===== config.mk =====
export PLATFORM = sky130hd
export DESIGN_NAME = uart_tx_frame_flat
export DESIGN_NICKNAME = d
export VERILOG_FILES = /design/src/rtl/uart_pkg.sv /design/src/rtl/uart_tx_frame_if.sv /design/src/rtl/uart_baud_gen.sv /design/src/rtl/uart_tx_frame.sv /design/src/flat_wrapper.sv
export SDC_FILE = /design/constraint.sdc
export NUM_CORES = 1
export LEC_CHECK = 0
export CAP_MARGIN = 10
export CORE_MARGIN = 4
export CORE_UTILIZATION = 30
export CTS_CLUSTER_SIZE = 14
export DETAILED_ROUTE_END_ITERATION = 7
export GPL_TIMING_DRIVEN = 0
export HOLD_SLACK_MARGIN = 0.03
export PLACE_DENSITY = 0.58
export SYNTH_ARGS = -nofsm -noshare
export SYNTH_HDL_FRONTEND = slang
export SYNTH_SLANG_ARGS = --single-unit

===== constraint.sdc =====
create_clock -name clk -period 4.1 [get_ports clk]
set_input_delay 0.41 -clock clk [delete_from_list [all_inputs] [get_ports clk]]
set_output_delay 0.41 -clock clk [all_outputs]
set_load 0.05 [all_outputs]

===== src/rtl/uart_pkg.sv =====
// uart_pkg: FSM states, serial line constants and parity helper
// shared by uart_tx_frame. PARITY state exists only with UART_TX_PARITY_EN.
package uart_pkg;

   typedef enum logic [2:0] {
      IDLE,
      START,
      DATA,
`ifdef UART_TX_PARITY_EN
      PARITY,
`endif
      STOP
   } state_e;

   localparam logic START_BIT = 1'b0;
   localparam logic STOP_BIT  = 1'b1;

   // Even parity of up to 9 data bits, inverted for odd sense.
   function automatic logic calc_parity(
      input logic [8:0] d,
      input logic       odd
   );
      return (^d) ^ odd;
   endfunction

endpackage


===== src/rtl/uart_tx_frame_if.sv =====
// uart_tx_frame_if: host-side valid/ready word handshake.
// master drives tx_valid/tx_data; slave (transmitter) drives tx_ready.
interface uart_tx_frame_if #(
   parameter int DATA_W = 8
);
   logic              tx_valid;
   logic [DATA_W-1:0] tx_data;
   logic              tx_ready;

   modport master (output tx_valid, output tx_data, input tx_ready);
   modport slave  (input tx_valid, input tx_data, output tx_ready);
endinterface


===== src/rtl/uart_baud_gen.sv =====
// uart_baud_gen: bit timer counting 0..BAUD_DIV-1.
// Ports: clk, rst_n, clear (hold at 0), tick (one cycle at wrap).
module uart_baud_gen #(
   parameter int BAUD_DIV = 16
) (
   input  logic clk,
   input  logic rst_n,
   input  logic clear,
   output logic tick
);
   localparam int CW = (BAUD_DIV > 1) ? $clog2(BAUD_DIV) : 1;
   localparam logic [CW-1:0] LAST = CW'(BAUD_DIV - 1);

   logic [CW-1:0] cnt_q, cnt_d;

   always_comb begin
      cnt_d = cnt_q + 1'b1;
      if (clear || (cnt_q == LAST)) cnt_d = '0;
   end

   assign tick = !clear && (cnt_q == LAST);

   always_ff @(posedge clk or negedge rst_n) begin
      if (!rst_n) cnt_q <= '0;
      else        cnt_q <= cnt_d;
   end
endmodule


===== src/rtl/uart_tx_frame.sv =====
// uart_tx_frame: UART transmitter, start + DATA_W bits LSB first + optional
// parity (UART_TX_PARITY_EN) + STOP_BITS stop bits. Ports: clk, rst_n,
// bus (slave handshake), tx (serial line), busy, done (frame-end pulse).
module uart_tx_frame
   import uart_pkg::*;
#(
   parameter int DATA_W     = 8,
   parameter int STOP_BITS  = 1,
   parameter int BAUD_DIV   = 16,
   parameter int PARITY_ODD = 0
) (
   input  logic            clk,
   input  logic            rst_n,
   uart_tx_frame_if.slave  bus,
   output logic            tx,
   output logic            busy,
   output logic            done
);
   localparam int BW = $clog2(DATA_W + 1);
   localparam logic [BW-1:0] LAST_DATA = BW'(DATA_W - 1);
   localparam logic [BW-1:0] LAST_STOP = BW'(STOP_BITS - 1);

   state_e            state_q, state_d;
   logic [DATA_W-1:0] shift_q, shift_d;
   logic [BW-1:0]     bit_q, bit_d;
   logic              tx_q, tx_d;
   logic              done_q, done_d;
   logic              tick;
   logic              accept;
   logic              idle;
`ifdef UART_TX_PARITY_EN
   logic              par_q, par_d;
`endif

   assign idle         = (state_q == IDLE);
   assign bus.tx_ready = idle;
   assign accept       = bus.tx_valid && idle;

   // Timer held cleared while idle, so it starts at 0 on cycle 1.
   uart_baud_gen #(
      .BAUD_DIV (BAUD_DIV)
   ) u_baud (
      .clk   (clk),
      .rst_n (rst_n),
      .clear (idle),
      .tick  (tick)
   );

   always_comb begin
      state_d = state_q;
      shift_d = shift_q;
      bit_d   = bit_q;
      tx_d    = tx_q;
      done_d  = 1'b0;
`ifdef UART_TX_PARITY_EN
      par_d   = par_q;
`endif
      unique case (state_q)
         IDLE: if (accept) begin
            state_d = START;
            shift_d = bus.tx_data;
            bit_d   = '0;
            tx_d    = START_BIT;
`ifdef UART_TX_PARITY_EN
            par_d   = calc_parity(9'(bus.tx_data), PARITY_ODD != 0);
`endif
         end
         START: if (tick) begin
            state_d = DATA;
            tx_d    = shift_q[0];
            shift_d = shift_q >> 1;
         end
         // bit_q is the index of the data bit currently on the line.
         DATA: if (tick) begin
            if (bit_q == LAST_DATA) begin
               bit_d   = '0;
`ifdef UART_TX_PARITY_EN
               state_d = PARITY;
               tx_d    = par_q;
`else
               state_d = STOP;
               tx_d    = STOP_BIT;
`endif
            end else begin
               bit_d   = bit_q + 1'b1;
               tx_d    = shift_q[0];
               shift_d = shift_q >> 1;
            end
         end
`ifdef UART_TX_PARITY_EN
         PARITY: if (tick) begin
            state_d = STOP;
            tx_d    = STOP_BIT;
         end
`endif
         STOP: if (tick) begin
            if (bit_q == LAST_STOP) begin
               state_d = IDLE;
               bit_d   = '0;
               done_d  = 1'b1;
            end else begin
               bit_d   = bit_q + 1'b1;
            end
            tx_d = STOP_BIT;
         end
         default: state_d = IDLE;
      endcase
   end

   always_ff @(posedge clk or negedge rst_n) begin
      if (!rst_n) begin
         state_q <= IDLE;
         shift_q <= '0;
         bit_q   <= '0;
         tx_q    <= STOP_BIT;
         done_q  <= 1'b0;
`ifdef UART_TX_PARITY_EN
         par_q   <= 1'b0;
`endif
      end else begin
         state_q <= state_d;
         shift_q <= shift_d;
         bit_q   <= bit_d;
         tx_q    <= tx_d;
         done_q  <= done_d;
`ifdef UART_TX_PARITY_EN
         par_q   <= par_d;
`endif
      end
   end

   assign tx   = tx_q;
   assign busy = !idle;
   assign done = done_q;
endmodule


===== src/flat_wrapper.sv =====
// flat-port wrapper written by rule: the top's interface ports become plain ports
module uart_tx_frame_flat import uart_pkg::*;
#(
   parameter int DATA_W     = 8,
   parameter int STOP_BITS  = 1,
   parameter int BAUD_DIV   = 16,
   parameter int PARITY_ODD = 0
)
  (clk, rst_n, tx, busy, done, bus_tx_valid, bus_tx_data, bus_tx_ready);
  uart_tx_frame_if #(.DATA_W(DATA_W)) bus_i ();
  input  logic clk;
  input  logic rst_n;
  output logic tx;
  output logic busy;
  output logic done;
  input wire logic [$bits(bus_i.tx_valid)-1:0] bus_tx_valid;
  input wire logic [$bits(bus_i.tx_data)-1:0] bus_tx_data;
  output wire logic [$bits(bus_i.tx_ready)-1:0] bus_tx_ready;
  assign bus_i.tx_valid = bus_tx_valid;
  assign bus_i.tx_data = bus_tx_data;
  assign bus_tx_ready = bus_i.tx_ready;
  uart_tx_frame #(.DATA_W(DATA_W), .STOP_BITS(STOP_BITS), .BAUD_DIV(BAUD_DIV), .PARITY_ODD(PARITY_ODD)) u_core (.clk(clk), .rst_n(rst_n), .bus(bus_i), .tx(tx), .busy(busy), .done(done));
endmodule

==> impl_results.md, run 1 <==
* Status: complete, no violations
* Crit path kind: register to output port
* R2R depth at 6
* Worst-path clk slew at 70 ps
* NetSw at 0.453 mW
* Setup Viol. Count Final at 0
* TritonCTS Sinks at 20
* Nets at 139
* TritonCTS clock tree: yes
* Slew Limit Fails at 0
* Top layer in use: met4
* Clock power frac at 13.5%
* Fillers at 373
* Clock period minus worst slack at 2520 ps
* Slew HR at 39.7%
* Area leader, netlist: dfrtp_1
* Final HPWL DP at 1600 um
* Fraction of layout cells with a size suffix above 1 at 25.2%
* Type of origin of the critical path: register
* Synth Area in XOR/XNOR at 0.754%
* Multi-input logic area at 611 um2
* Longest Clk Path Bufs at 2
* CTS Buf Count at 3
* Period utilization at 61.4%
* Final hold violation count at 0
* Die Y at 70.2 um
* Post-Layout Inst Area at 1420 um2
* Total of max-cap violations at 0
* Seq pwr share at 29.4%
* Post-CTS sizing at 0
* Post-DRT Antenna Nets at 0
* Worst slew pin tran at 902 ps
* Area grow syn2layout at 22.0%
* Leakage at 0.592 nW
* Largest family of logic cells by synthesized area: multiplexers
* Final hold slack at 489 ps
* Postcts setup bufs at 0
* Avg Inst Size Synth at 11.5 um2
* Ant diodes at 0
* Cell Area, Synth at 1160 um2
* Synth area leaders: dfrtp_1 (41%), mux2_2 (16%), ha_1 (8.6%)
* Met1 WL at 867 um
* Combinational Power Share at 57.1%
* Clk_skew at 2.41 ps
* Core box area at 3690 um2
* Synth cell types at 36
* Iteration count of the initial detailed-routing pass at 4
* Net Sw Frac at 40.0%
* DP Cell Count at 163
* Placed instance area at 1360 um2
* EDFF count, synth at 0
* Cell Rows at 22
* CP Data Required Time at 3690 ps
* Adder-cell share of the synthesized area at 8.62%
* Hold crit path type: register to register
* RSZ-0062 raised after global routing: false
* Compound-cell area share of the yosys netlist at 12.8%
* Initial antenna violation count at 0
* Dominant synthesized flop cell: dfrtp_1
* IO Count at 15
* Worst Path Arrival at 2110 ps
* H-tree depth at 1
* Routability cong. at 0.685
* Internal power at 0.679 mW
* Setup WS post-layout at 1580 ps
* Mux share of post-synthesis cell area at 15.5%
* WL/cell at 12.4 um
* Post-CTS Hold Buffers at 0
* Top-area cell type share of the netlist area at 40.9%
* Clock root buffer: clkbuf_8
* Setup tns final at 0 ps
* CP Capture Type: output port
* Total Wirelength at 2070 um
* Largest net degree at the start of global routing at 21
* Vias in the first global route at 894
* Iter 0 DRT Violations at 14
* Vias per inst at 4.90
* Pre-CTS WS at 1850 ps
* Initial core utilization at 31.5%
* Worst VDD drop at 0.399 mV
* Post-route DRC at 0
* GRT Overall Usage at 9.66%
* Fmax at 397 MHz
* Via count at 819
* Flops & latches, synth at 20
* Die Wd at 70.2 um
* First-pass GRT wire length at 3850 um
* Met3 routed WL at 83 um
* Post-synthesis cell count at 101
* Register area at 502 um2
* Synth warn at 0
* Post-Synth Simple-Gate Area at 14.9%
* Sequential cell area fraction in the yosys report at 43.2%
* Clock latency on the worst-skew pair at 260 ps
* I/O Buffers at 14
* Worst Hold Depth at 1
* Cell Count, Final, Fillers Out at 167
* Share of synthesized registers carrying an async set or reset at 100%
* Syn nets at 120
* Total grt overflow at 0
* DIE AREA at 4930 um2
* Worst-path maximum fanout at 9
* PD cells at 799 nW/um2
* Met2 routed WL at 1070 um
state kept, by name, summed over array words and instances, names as in the netlist:
signal,flops
u_core.shift_q,8
u_core.done,1
u_core.bit_q,4
u_core.u_baud.cnt_q,4
u_core.tx,1
u_core.state_q,2
cells in the final DEF, fill, tap and decap left out, types with 2 or more instances in the layout:
cell              n
clkdlybuf4s50_1  14
o21ai_0           5
mux2_2           16
nor3_1            4
inv_1             9
ha_1              8
nand2_1           2
o21ai_2           2
a21oi_1           3
nor2_1            5
clkbuf_8          4
nor2b_1           3
dfrtp_1          19
power by group through the flow:
| stage | clock (mW) | combinational, mW | sequential, mW |
|---|---|---|---|
| final | 0.152 | 0.647 | 0.333 |
| after global routing | 0.173 | 0.717 | 0.344 |
| after CTS | 0.159 | 0.657 | 0.334 |
| after detailed placement | 0 | 0.654 | 0.338 |
| after global placement | 0 | 0.635 | 0.332 |
| after floorplan | 0 | 0.517 | 0.335 |
logic make-up (layout without fill, tap and decap cells):
group | count (synthesis) | after routing
AOI/OAI and AO/OA | 19 | 19
adders and majority gates | 8 | 8
muxes | 16 | 16
DFF | 20 | 20
and+or+nand+nor | 26 | 26
buffers and inverters | 11 | 29
xor gates and xnor gates | 1 | 1
worst max-delay path, stage by stage, from the launching register on:
cell             delay [ps]
dfrtp_1                 430
inv_1                    90
ha_1                    310
inv_1                   180
clkdlybuf4s50_1         830
worst paths after layout:
| path | startpoint | to | slack [ps] |
|---|---|---|---|
| setup / recovery | u_core.state_q[0]$_DFFE_PN0P_ | busy | 1580 |
| hold / removal | u_core.u_baud.cnt_q[0]$_DFF_PN0_ | u_core.u_baud.cnt_q[0]$_DFF_PN0_ | 490 |
| setup reg to reg | u_core.state_q[0]$_DFFE_PN0P_ | u_core.shift_q[6]$_DFFE_PN0P_ | 1940 |
| hold reg to reg | u_core.u_baud.cnt_q[0]$_DFF_PN0_ | u_core.u_baud.cnt_q[0]$_DFF_PN0_ | 490 |
| max in group asynchronous | rst_n | u_core.done$_DFF_PN0_ | 2900 |
| min in group asynchronous | rst_n | u_core.u_baud.cnt_q[2]$_DFF_PN0_ | 650 |
stage by stage:
stage	util, %	power, mW
floorplan	-	0.853
global placement	36.9	0.967
detailed placement	36.9	0.992
CTS	38.4	1.15
global route	38.4	1.23
finish	38.4	1.13
routing by layer:
layer / vias up / global-route usage (%)
li1: 398 / -
met1: 401 / 10.7
met2: 13 / 16.7
met3: 7 / 2.59
met4: 0 / 5.11
met5: - / 0
Yosys cell counts, drive strengths merged (2+ instances only):
cell type   n
dfrtp      19
mux2       16
inv         9
ha          8
o21ai       7
nor2        6
nor3        4
a21oi       3
nor2b       3
buf         2
nand2       2
o22ai       2
final cells by class:
cell class                 count  area share [%]
buffer                         2            1.06
timing repair buffer          14            9.89
tap                           48            4.24
sequential                    20            35.4
multi-input combinational     70            43.1
clock buffer                   4            3.89
inverter                       9            2.39
(Power assumes the default switching activity.)
==> inputs of run 2 (changes only) <==
PLACE_DENSITY = 0.59   (was 0.58)
clock period = 2.09 ns   (was 4.1 ns; I/O delays follow)
==> run 2 against run 1 <==
- flip-flop and latch count unchanged
- final cell count did not move
- total power is 99% higher
- via count down 2.8%
- first-iteration DRC count is 43% lower
- final area increased by 1.3%
- wire length grew 6.5%
- clock skew grew 3.2 ps
- sequential power is 97% higher
- critical path type is now register to register
==> impl_results.md, run 2 (synthesis gave the netlist of run 1 again) <==
* Worst slew pin tran at 891 ps
* Hold crit path type: primary input to asynchronous set/reset pin
* Slew HR at 40.4%
* Nets at 139
* Clock root buffer: clkbuf_8
* Clk_skew at 5.58 ps
* Most common cell after layout, fill and taps aside: dfrtp_1
* GRT Overall Usage at 9.92%
* Iteration count of the initial detailed-routing pass at 4
* Met3 routed WL at 79 um
* Vias in the first global route at 879
* Clock period minus worst slack at 1960 ps
* Slew Limit Fails at 0
* Register area at 502 um2
* RSZ-0062 raised after global routing: false
* Type of origin of the critical path: register
* Worst-path maximum fanout at 9
* First-pass GRT wire length at 3910 um
* Total grt overflow at 0
* Max FFs per register at 8
* Routability cong. at 0.741
* Longest Clk Path Bufs at 2
* Leakage at 0.603 nW
* Largest net degree at the start of global routing at 21
* Final hold violation count at 0
* Period utilization at 93.6%
* Core box area at 3690 um2
* Most frequent cells in the layout: dfrtp_1 (19), mux2_2 (16), clkdlybuf4s50_1 (12), inv_1 (9), ha_1 (6)
* Setup tns final at 0 ps
* Ant diodes at 0
* Worst-path clk slew at 80 ps
* Largest registers: u_core.shift_q: 8 flops, u_core.bit_q: 4 flops, u_core.u_baud.cnt_q: 4 flops
* Fraction of layout cells with a size suffix above 1 at 26.9%
* Postcts setup bufs at 0
* Met2 routed WL at 1210 um
* PD cells at 1570 nW/um2
* Area grow syn2layout at 23.6%
* DIE AREA at 4930 um2
* TritonCTS Sinks at 20
* Crit path kind: register to register
* Reg-to-reg slack, setup at 130 ps
* Pre-CTS WS at 14.8 ps
* Post-route DRC at 0
* Fillers at 372
* Die Wd at 70.2 um
* Initial antenna violation count at 0
* Final HPWL DP at 1700 um
* Met1 WL at 894 um
* Via count at 796
* Top layer in use: met4
* Initial core utilization at 31.5%
* H-tree depth at 1
* CTS Buf Count at 3
* Biggest register: u_core.shift_q
* I/O Buffers at 14
* Status: complete, no violations
* Setup Viol. Count Final at 0
* Fmax at 511 MHz
* WL/cell at 13.2 um
* Clock latency on the worst-skew pair at 250 ps
* Total Wirelength at 2200 um
* Post-DRT Antenna Nets at 0
* Worst Path Arrival at 2100 ps
* IO Count at 15
* Worst VDD drop at 0.768 mV
* Total of max-cap violations at 0
* Cell Rows at 22
* TritonCTS clock tree: yes
* CP Capture Type: register
* Setup WS post-layout at 133 ps
* Iter 0 DRT Violations at 8
* Multi-input logic area at 632 um2
* CP Data Required Time at 2230 ps
* Die Y at 70.2 um
* Vias per inst at 4.77
-- run 2: power by group --
part           switching, mW  internal [mW]
clock network          0.122          0.167
registers              0.106          0.549
logic                  0.680          0.633
total                  0.909           1.35
-- run 2: area by class of cell --
class | instances | area share (%)
tap | 48 | 4.18
buffer | 2 | 1.05
sequential | 20 | 35.0
inverter | 9 | 2.35
clock buffer | 4 | 3.84
multi-input combinational | 70 | 44.0
timing repair buffer | 14 | 9.59
-- run 2: final timing paths --
kind / startpoint / to / cells past startpoint
max in group asynchronous: rst_n / u_core.bit_q[3]$_DFFE_PN0P_ / 1
setup reg to reg: u_core.state_q[0]$_DFFE_PN0P_ / u_core.shift_q[5]$_DFFE_PN0P_ / 5
setup / recovery: u_core.state_q[0]$_DFFE_PN0P_ / u_core.shift_q[5]$_DFFE_PN0P_ / 5
hold reg to reg: u_core.u_baud.cnt_q[0]$_DFF_PN0_ / u_core.u_baud.cnt_q[0]$_DFF_PN0_ / 1
min in group clk: u_core.u_baud.cnt_q[0]$_DFF_PN0_ / u_core.u_baud.cnt_q[0]$_DFF_PN0_ / 1
hold / removal: rst_n / u_core.u_baud.cnt_q[2]$_DFF_PN0_ / 1
-- run 2: what timing repair did --
item / CTS / global route
pin swaps: 0 / 1
gates resized for setup: 2 / 3
endpoints found under the setup margin: 2 / 10
hold buffers: 0 / 0
-- run 2: worst max-delay path, stage by stage, from the launching register on --
cell and delay [ps]:
dfrtp_1 420, inv_1 100, ha_2 310, buf_1 370, mux2_2 390, mux2_2 250
-- run 2: metal layers --
layer / vias up / GRT usage [%]
li1: 397 / -
met1: 385 / 10.5
met2: 12 / 18.4
met3: 2 / 3.02
met4: 0 / 3.40
met5: - / 0
-- run 2: per-stage QoR --
stage | power, mW | util (%) | instances | area [um2] | hold WS [ps]
after floorplan | 1.68 | - | 101 | 1160 | -86.6
after global placement | 1.90 | 37.0 | 163 | 1360 | 467
after detailed placement | 1.98 | 37.0 | 163 | 1360 | 480
after CTS | 2.26 | 38.4 | 167 | 1420 | 494
after global routing | 2.46 | 38.9 | 167 | 1440 | 508
final | 2.26 | 38.9 | 167 | 1440 | 452
